$ cat config.mk
export PLATFORM = sky130hd
export DESIGN_NAME = mem_arbiter
export DESIGN_NICKNAME = d
export VERILOG_FILES = /design/src/rtl/mem_arbiter.sv
export SDC_FILE = /design/constraint.sdc
export NUM_CORES = 1
export LEC_CHECK = 0
export ABC_AREA = 1
export ABC_CLOCK_PERIOD_IN_PS = 6220
export BUFFER_PORTS_ARGS = -buffer_cell sky130_fd_sc_hd__buf_2
export CAP_MARGIN = 20
export CORE_ASPECT_RATIO = 1.4
export CORE_MARGIN = 4
export CORE_UTILIZATION = 40
export CTS_CLUSTER_SIZE = 12
export DETAILED_ROUTE_END_ITERATION = 10
export PLACE_DENSITY = 0.69
export SLEW_MARGIN = 40
export SYNTH_ARGS = -nofsm -noshare
export SYNTH_HDL_FRONTEND = slang
export SYNTH_SLANG_ARGS = --single-unit
$ cat constraint.sdc
create_clock -name clk -period 6.22 [get_ports clk]
set_clock_uncertainty 0.05 [all_clocks]
set_input_delay 1.244 -clock clk [delete_from_list [all_inputs] [get_ports clk]]
set_output_delay 1.244 -clock clk [all_outputs]
set_load 0.01 [all_outputs]
$ cat src/rtl/mem_arbiter.sv
`default_nettype none

`ifndef MEM_ADDRESS_LEN
`define MEM_ADDRESS_LEN 32
`endif
`ifndef MEM_DATA_WIDTH
`define MEM_DATA_WIDTH 32
`endif

// ============================================================================
// Module      : mem_arbiter
// Description : Two-port (fetch / data) sequencing controller in front of a
//               single-ported combinational main memory. Alternating-priority
//               arbitration, fixed LATENCY hold, single write strobe per store
//               and a one-cycle ready pulse per completed access.
// Revision    : 1.0 - initial release
// ============================================================================
module mem_arbiter #(
    parameter int ADDR_W  = `MEM_ADDRESS_LEN,
    parameter int DATA_W  = `MEM_DATA_WIDTH,
    parameter int LATENCY = 5
) (
    input  logic              clk,
    input  logic              reset,
    input  logic              if_req,
    input  logic [ADDR_W-1:0] if_addr,
    output logic              if_ready,
    output logic [DATA_W-1:0] if_rdata,
    input  logic              dc_req,
    input  logic              dc_we,
    input  logic [ADDR_W-1:0] dc_addr,
    input  logic [DATA_W-1:0] dc_wdata,
    output logic              dc_ready,
    output logic [DATA_W-1:0] dc_rdata,
    output logic [ADDR_W-1:0] mem_addr,
    output logic [DATA_W-1:0] mem_wdata,
    output logic              mem_wrt_en,
    input  logic [DATA_W-1:0] mem_rdata,
    output logic              busy
);

    localparam int CNT_W = (LATENCY > 1) ? $clog2(LATENCY) : 1;

    localparam logic [1:0] C_IDLE   = 2'd0;
    localparam logic [1:0] C_ACCESS = 2'd1;
    localparam logic [1:0] C_DONE   = 2'd2;

    localparam logic C_GNT_IF = 1'b0;
    localparam logic C_GNT_DC = 1'b1;

    localparam logic [CNT_W-1:0] C_CNT_INIT = CNT_W'(LATENCY - 1);

    logic [1:0]        r_state;
    logic [CNT_W-1:0]  r_cnt;
    logic              r_last_grant;
    logic              r_grant;
    logic              r_we;
    logic              r_busy;
    logic              r_if_ready;
    logic              r_dc_ready;
    logic [ADDR_W-1:0] r_mem_addr;
    logic [DATA_W-1:0] r_mem_wdata;
    logic [DATA_W-1:0] r_if_rdata;
    logic [DATA_W-1:0] r_dc_rdata;

    logic w_start;
    logic w_grant_dc;
    logic w_last_cycle;

    // DC wins when it is the only requester, or on a tie when IF was granted last.
    assign w_grant_dc   = dc_req & (~if_req | (r_last_grant == C_GNT_IF));
    assign w_start      = (r_state == C_IDLE) & (if_req | dc_req);
    assign w_last_cycle = (r_state == C_ACCESS) & (r_cnt == '0);

    // Write strobe decoded from registered state only: one cycle per store.
    assign mem_wrt_en = w_last_cycle & (r_grant == C_GNT_DC) & r_we;

    assign if_ready  = r_if_ready;
    assign dc_ready  = r_dc_ready;
    assign if_rdata  = r_if_rdata;
    assign dc_rdata  = r_dc_rdata;
    assign mem_addr  = r_mem_addr;
    assign mem_wdata = r_mem_wdata;
    assign busy      = r_busy;

    // Sequencing FSM: grant, latency countdown, ready pulse and busy flag.
    always_ff @(posedge clk or posedge reset) begin
        if (reset) begin
            r_state      <= C_IDLE;
            r_cnt        <= '0;
            r_last_grant <= C_GNT_IF;
            r_grant      <= C_GNT_IF;
            r_busy       <= 1'b0;
            r_if_ready   <= 1'b0;
            r_dc_ready   <= 1'b0;
        end else begin
            case (r_state)
                C_IDLE: begin
                    if (w_start) begin
                        r_state      <= C_ACCESS;
                        r_cnt        <= C_CNT_INIT;
                        r_grant      <= w_grant_dc ? C_GNT_DC : C_GNT_IF;
                        r_last_grant <= w_grant_dc ? C_GNT_DC : C_GNT_IF;
                        r_busy       <= 1'b1;
                    end
                end
                C_ACCESS: begin
                    if (r_cnt == '0) begin
                        r_state    <= C_DONE;
                        r_if_ready <= (r_grant == C_GNT_IF);
                        r_dc_ready <= (r_grant == C_GNT_DC);
                    end else begin
                        r_cnt <= r_cnt - 1'b1;
                    end
                end
                C_DONE: begin
                    r_state    <= C_IDLE;
                    r_busy     <= 1'b0;
                    r_if_ready <= 1'b0;
                    r_dc_ready <= 1'b0;
                end
                default: begin
                    r_state    <= C_IDLE;
                    r_busy     <= 1'b0;
                    r_if_ready <= 1'b0;
                    r_dc_ready <= 1'b0;
                end
            endcase
        end
    end

    // Latch the winning request; values hold through ACCESS/DONE and linger in IDLE.
    always_ff @(posedge clk or posedge reset) begin
        if (reset) begin
            r_mem_addr  <= '0;
            r_mem_wdata <= '0;
            r_we        <= 1'b0;
        end else if (w_start) begin
            r_mem_addr <= w_grant_dc ? dc_addr : if_addr;
            r_we       <= w_grant_dc & dc_we;
            if (w_grant_dc) begin
                r_mem_wdata <= dc_wdata;
            end
        end
    end

    // Capture read data into the granted port's register on the final ACCESS cycle.
    always_ff @(posedge clk or posedge reset) begin
        if (reset) begin
            r_if_rdata <= '0;
            r_dc_rdata <= '0;
        end else if (w_last_cycle && !r_we) begin
            if (r_grant == C_GNT_IF) begin
                r_if_rdata <= mem_rdata;
            end else begin
                r_dc_rdata <= mem_rdata;
            end
        end
    end

endmodule

`default_nettype wire

=== Word level (Yosys, flattened, before mapping) ===
Cells that the tools add are included.
Widths: inputs -> output; s select.

* Flip-flop bits (word level): 138
* Output and inout bits: 132
* Logic and storage cells: 55

* Add/sub/neg operators: 1
* Equality and inequality tests: 4
* Mux-type cells: 14
* Bitwise operators: 12
* Reductions and logical operators: 13

{| class="wikitable"
|+ Operator list
! operator !! number
|-
| $mux 32 || 1
|-
| $reduce_and 2->1 || 7
|-
| $and 1x1->1 || 6
|-
| $mux 3 || 2
|-
| $pmux 1 s2 || 3
|-
| $pmux 3 s2 || 1
|-
| $mux 1 || 4
|-
| $mux 2 || 2
|-
| $ne 2x2->1 const B || 2
|-
| $not 1->1 || 4
|-
| $pmux 2 s2 || 1
|-
| $logic_not 3->1 || 1
|-
| $reduce_and 3->1 || 1
|-
| $sub 3x1->3 const B || 1
|-
| $eq 2x1->1 const B || 1
|-
| $logic_not 2->1 || 1
|-
| $ne 2x1->1 const B || 1
|-
| $or 1x1->1 || 2
|-
| $reduce_bool 2->1 || 1
|-
| $logic_and 1x1->1 || 1
|-
| $logic_not 1->1 || 1
|}

=== Longest topological paths before layout ===
* Depth after elaboration: 4
* Gate-level depth with buffers: 8
* Depth with buffers taken out: 8

=== Worst setup path after synthesis ===
Ideal clock, no wire load.

* Path kind: register to output
* From: register r_cnt[0]
* To: output port mem_wrt_en
* Arrival: 1.316 ns
* Slack: 3.610 ns
* Cell stages (with the launch flop): 8
* Cells stage by stage: dfrtp_1 > inv_1 > ha_1 > ha_1 > nand3_2 > nor2_2 > inv_1 > nor2_1

* Word-level cells in the longest chain between the ends: 4

{| class="wikitable"
|+ Ends and longest elaborated chain
! what !! line !! source
|-
| from (decl) || 54 || <nowiki>logic [CNT_W-1:0] r_cnt;</nowiki>
|-
| from (signal assigned) || 113 || <nowiki>r_cnt <= r_cnt - 1'b1;</nowiki>
|-
| $logic_not 3->1 || 73 || <nowiki>assign w_last_cycle = (r_state == C_ACCESS) & (r_cnt == '0);</nowiki>
|-
| $and 1x1->1 || 73 ||
|-
| $and 1x1->1 (2 in a row) || 76 || <nowiki>assign mem_wrt_en = w_last_cycle & (r_grant == C_GNT_DC) & r_we;</nowiki>
|-
| to (decl) || 37 || <nowiki>output logic mem_wrt_en,</nowiki>
|}

Every way passes these cells.

=== Final worst setup path ===
* From: input port if_req
* To: register r_mem_wdata[16], in the netlist mem_wdata[16]

* Word-level cells in the longest chain between the ends: 4

{| class="wikitable"
|+ Ends and longest elaborated chain
! what !! line !! source
|-
| from (decl) || 25 || <nowiki>input logic if_req,</nowiki>
|-
| $not 1->1 || 71 || <nowiki>assign w_grant_dc = dc_req & (~if_req | (r_last_grant == C_GNT_IF));</nowiki>
|-
| $or 1x1->1 || 71 ||
|-
| $and 1x1->1 || 71 ||
|-
| $reduce_and 2->1 (no line) (*) || - ||
|-
| to (signal assigned) || 142 || <nowiki>r_mem_wdata <= dc_wdata;</nowiki>
|-
| to (decl) || 62 || <nowiki>logic [DATA_W-1:0] r_mem_wdata;</nowiki>
|}

Every way passes the cells marked *; elsewhere a longest branch is shown, timed or not.
A chain may end at the register's enable or synchronous reset.

==> impl_metrics.tcl <==
set metrics [dict create \
    grt_pass1_vias 5607 \
    post-route-period-util_pct 57.25 \
    cp-end-kind "register" \
    synth_seq_area_share_pct 57.24 \
    synth_area_leaders "dfrtp_1 (57%), nand2_1 (19%), nand3_1 (11%), nand3b_1 (4.0%), inv_1 (2.5%)" \
    netlist_area_um2 6033 \
    worstHoldEndpoint "mem_wdata[2]" \
    required_ps 6460 \
    worstSetupPathType "input port to register" \
    die_h_um 153.3 \
    worst_slew_pin_slew_ps 671.6 \
    start_util_pct 41.21 \
    cts.repair.resized 0 \
    htreeDepth 4 \
    vias 5600 \
    detailed_place_hpwl_mm 12.03 \
    hold_path_class "register to register" \
    antenna_cells 0 \
    powerDensity_nw_per_um2 526.1 \
    grt_max_degree 99 \
    cts_tree "done" \
    synth-seq-cells 138 \
    rows 52 \
    slew_headroom_pct 55.16 \
    gp_congestion 0.8200 \
    cts_hold_buffers 0 \
    overflow 0 \
    via_per_inst 4.828 \
    antenna_found_initial 1 \
    irDropWorstVdd_uv 204.2 \
    cts.path.max_buffers 2 \
    finish.utilization_pct 54.58 \
    core_area_um2 14640 \
    slew_violations 0 \
    r2r_start "r_grant" \
    synthesis.instances 712 \
    final_antenna_net_count 0 \
    final.min_clock_period_ps 3561 \
    whs_path_depth 2 \
    drt_iter0_drc 421 \
    drive_gt1_share_pct 32.54 \
    leakage_nw 4.603 \
    routedWlPerCell_um 14.98 \
    numCtsBuffers 17 \
    yosysWarnings 0 \
    synth.distinct_cells 22 \
    insertion_delay_ps 400 \
    yosysTopAreaCellShare_pct 57.24 \
    critPathMaxFanout 34 \
    syn_to_final_growth_pct 32.43 \
    holdWs_ps 415.2 \
    status "complete, no violations" \
    top_level_ports 265 \
    start_kind "input port" \
    r2r_cells 6 \
    clock-sinks 138 \
    finalHoldViolCount 0 \
    die_area_um2 17140 \
    drt_wl_total_mm 17.38 \
    p_total_mw 4.204 \
    chipWidth_um 111.8 \
    fmax_ghz 0.2808 \
    setup_viol 0 \
    worstHoldStart "mem_wdata[2]" \
    rsz0062_at_grt "false" \
    root_buffer "clkbuf_16" \
    syn_nets 847 \
    fin_nets 1093 \
    firstDrtPassIters 5 \
    drv_cap 0 \
    tns_ps 0 \
    post_cts_buffers 0 \
    yosys.area.top_type "dfrtp_1" \
    grt.total_usage_pct 20.22 \
    postSynthAreaPerCell_um2 8.474 \
    path_clk_slew_ps 60 \
    crit_arrival_ps 3800 \
    portBuffers 264 \
    reg2reg_slack_ps 3150 \
    route.detailed.drc 0 \
    r2r_end "mem_wdata[16]" \
    grt_pass1_wl_mm 28.25 \
]
-- cell usage in the layout, fill, tap and decap left out, types with 4 or more instances in the layout --
cell type,synthesis,layout
buf_4,7,7
nand3b_1,32,32
inv_2,4,4
clkbuf_16,0,17
nand2_1,299,299
nand3_1,135,135
inv_6,0,5
inv_1,40,39
dfrtp_1,138,138
buf_2,16,264
-- cell type report --
type / count / area, µm²
Fill cell: 1440 / 6649
Sequential cell: 138 / 3453
Multi-Input combinational cell: 486 / 2181
Timing Repair Buffer: 271 / 1374
Clock buffer: 19 / 442.9
Tap cell: 189 / 236.5
Inverter: 44 / 172.7
Clock inverter: 13 / 130.1
-- flip-flops by register name, indices dropped and copies added, names as in the netlist --
name / flops
if_rdata: 32
r_we: 1
r_grant: 1
r_state: 2
mem_wdata: 32
if_ready: 1
busy: 1
dc_ready: 1
mem_addr: 32
dc_rdata: 32
r_cnt: 3
-- power by group --
group	total [mW]	switching [mW]	internal, mW
clock	0.973	0.403	0.570
combinational	1.64	1.04	0.602
sequential	1.59	0.242	1.35
total	4.20	1.69	2.52
-- logic make-up (layout without fill, tap and decap cells) --
kind of cell	after synthesis	count (layout)	share of synthesized area, %
fa+ha+maj	2	2	0.4147
flops	138	138	57.24
compound gates	4	4	0.3940
buf+inv	88	347	6.615
simple gates	480	480	35.34
-- worst max-delay path by stage --
stage / from / endpoint / slack, ps / depth (start not counted)
after floorplan: reset / busy / 1230 / 1
after global placement: if_req / mem_wdata[18] / 2210 / 7
after detailed placement: if_req / mem_wdata[16] / 2210 / 7
after CTS: if_req / mem_wdata[16] / 2630 / 7
after global routing: if_req / mem_wdata[28] / 2360 / 7
final: if_req / mem_wdata[16] / 2660 / 7
-- cells in the mapped netlist --
| cell type | count |
|---|---|
| buf_4 | 7 |
| nand3_1 | 135 |
| nand2_1 | 299 |
| dfrtp_1 | 138 |
| clkbuf_1 | 16 |
| o21ai_1 | 1 |
| buf_1 | 2 |
| nand2_2 | 3 |
| o21ai_0 | 2 |
| o21ai_2 | 1 |
| buf_2 | 16 |
| nand3_2 | 1 |
| nor2_2 | 2 |
| buf_6 | 3 |
| nor2_4 | 2 |
| nand4_1 | 2 |
| ha_1 | 2 |
| nor2_1 | 3 |
| nand3b_1 | 32 |
| or2_0 | 1 |
| inv_2 | 4 |
| inv_1 | 40 |
-- critical path: stages --
cell and delay (ps):
buf_2 120, nand2_2 470, nand2_2 560, inv_2 620
nand2_2 510, nand2_1 190, nand2_1 70
-- metal layers --
layer / wire [µm] / vias to the layer above / GRT usage, %
met2: 9027 / 189 / 35.13
li1: - / 2755 / -
met1: 6980 / 2625 / 24.68
met5: 13 / - / 0
met3: 937 / 29 / 3.679
met4: 418 / 2 / 8.174
-- stage by stage --
stage	instances	cell area [µm²]	worst slack, ps
2_1_floorplan	712	6033	1230
3_3_place_gp	1128	7415	2214
3_5_place_dp	1128	7417	2205
4_1_cts	1160	7990	2635
5_1_grt	1160	7990	2355
6_report	1160	7990	2659
Power figures use the tool's default switching activity.
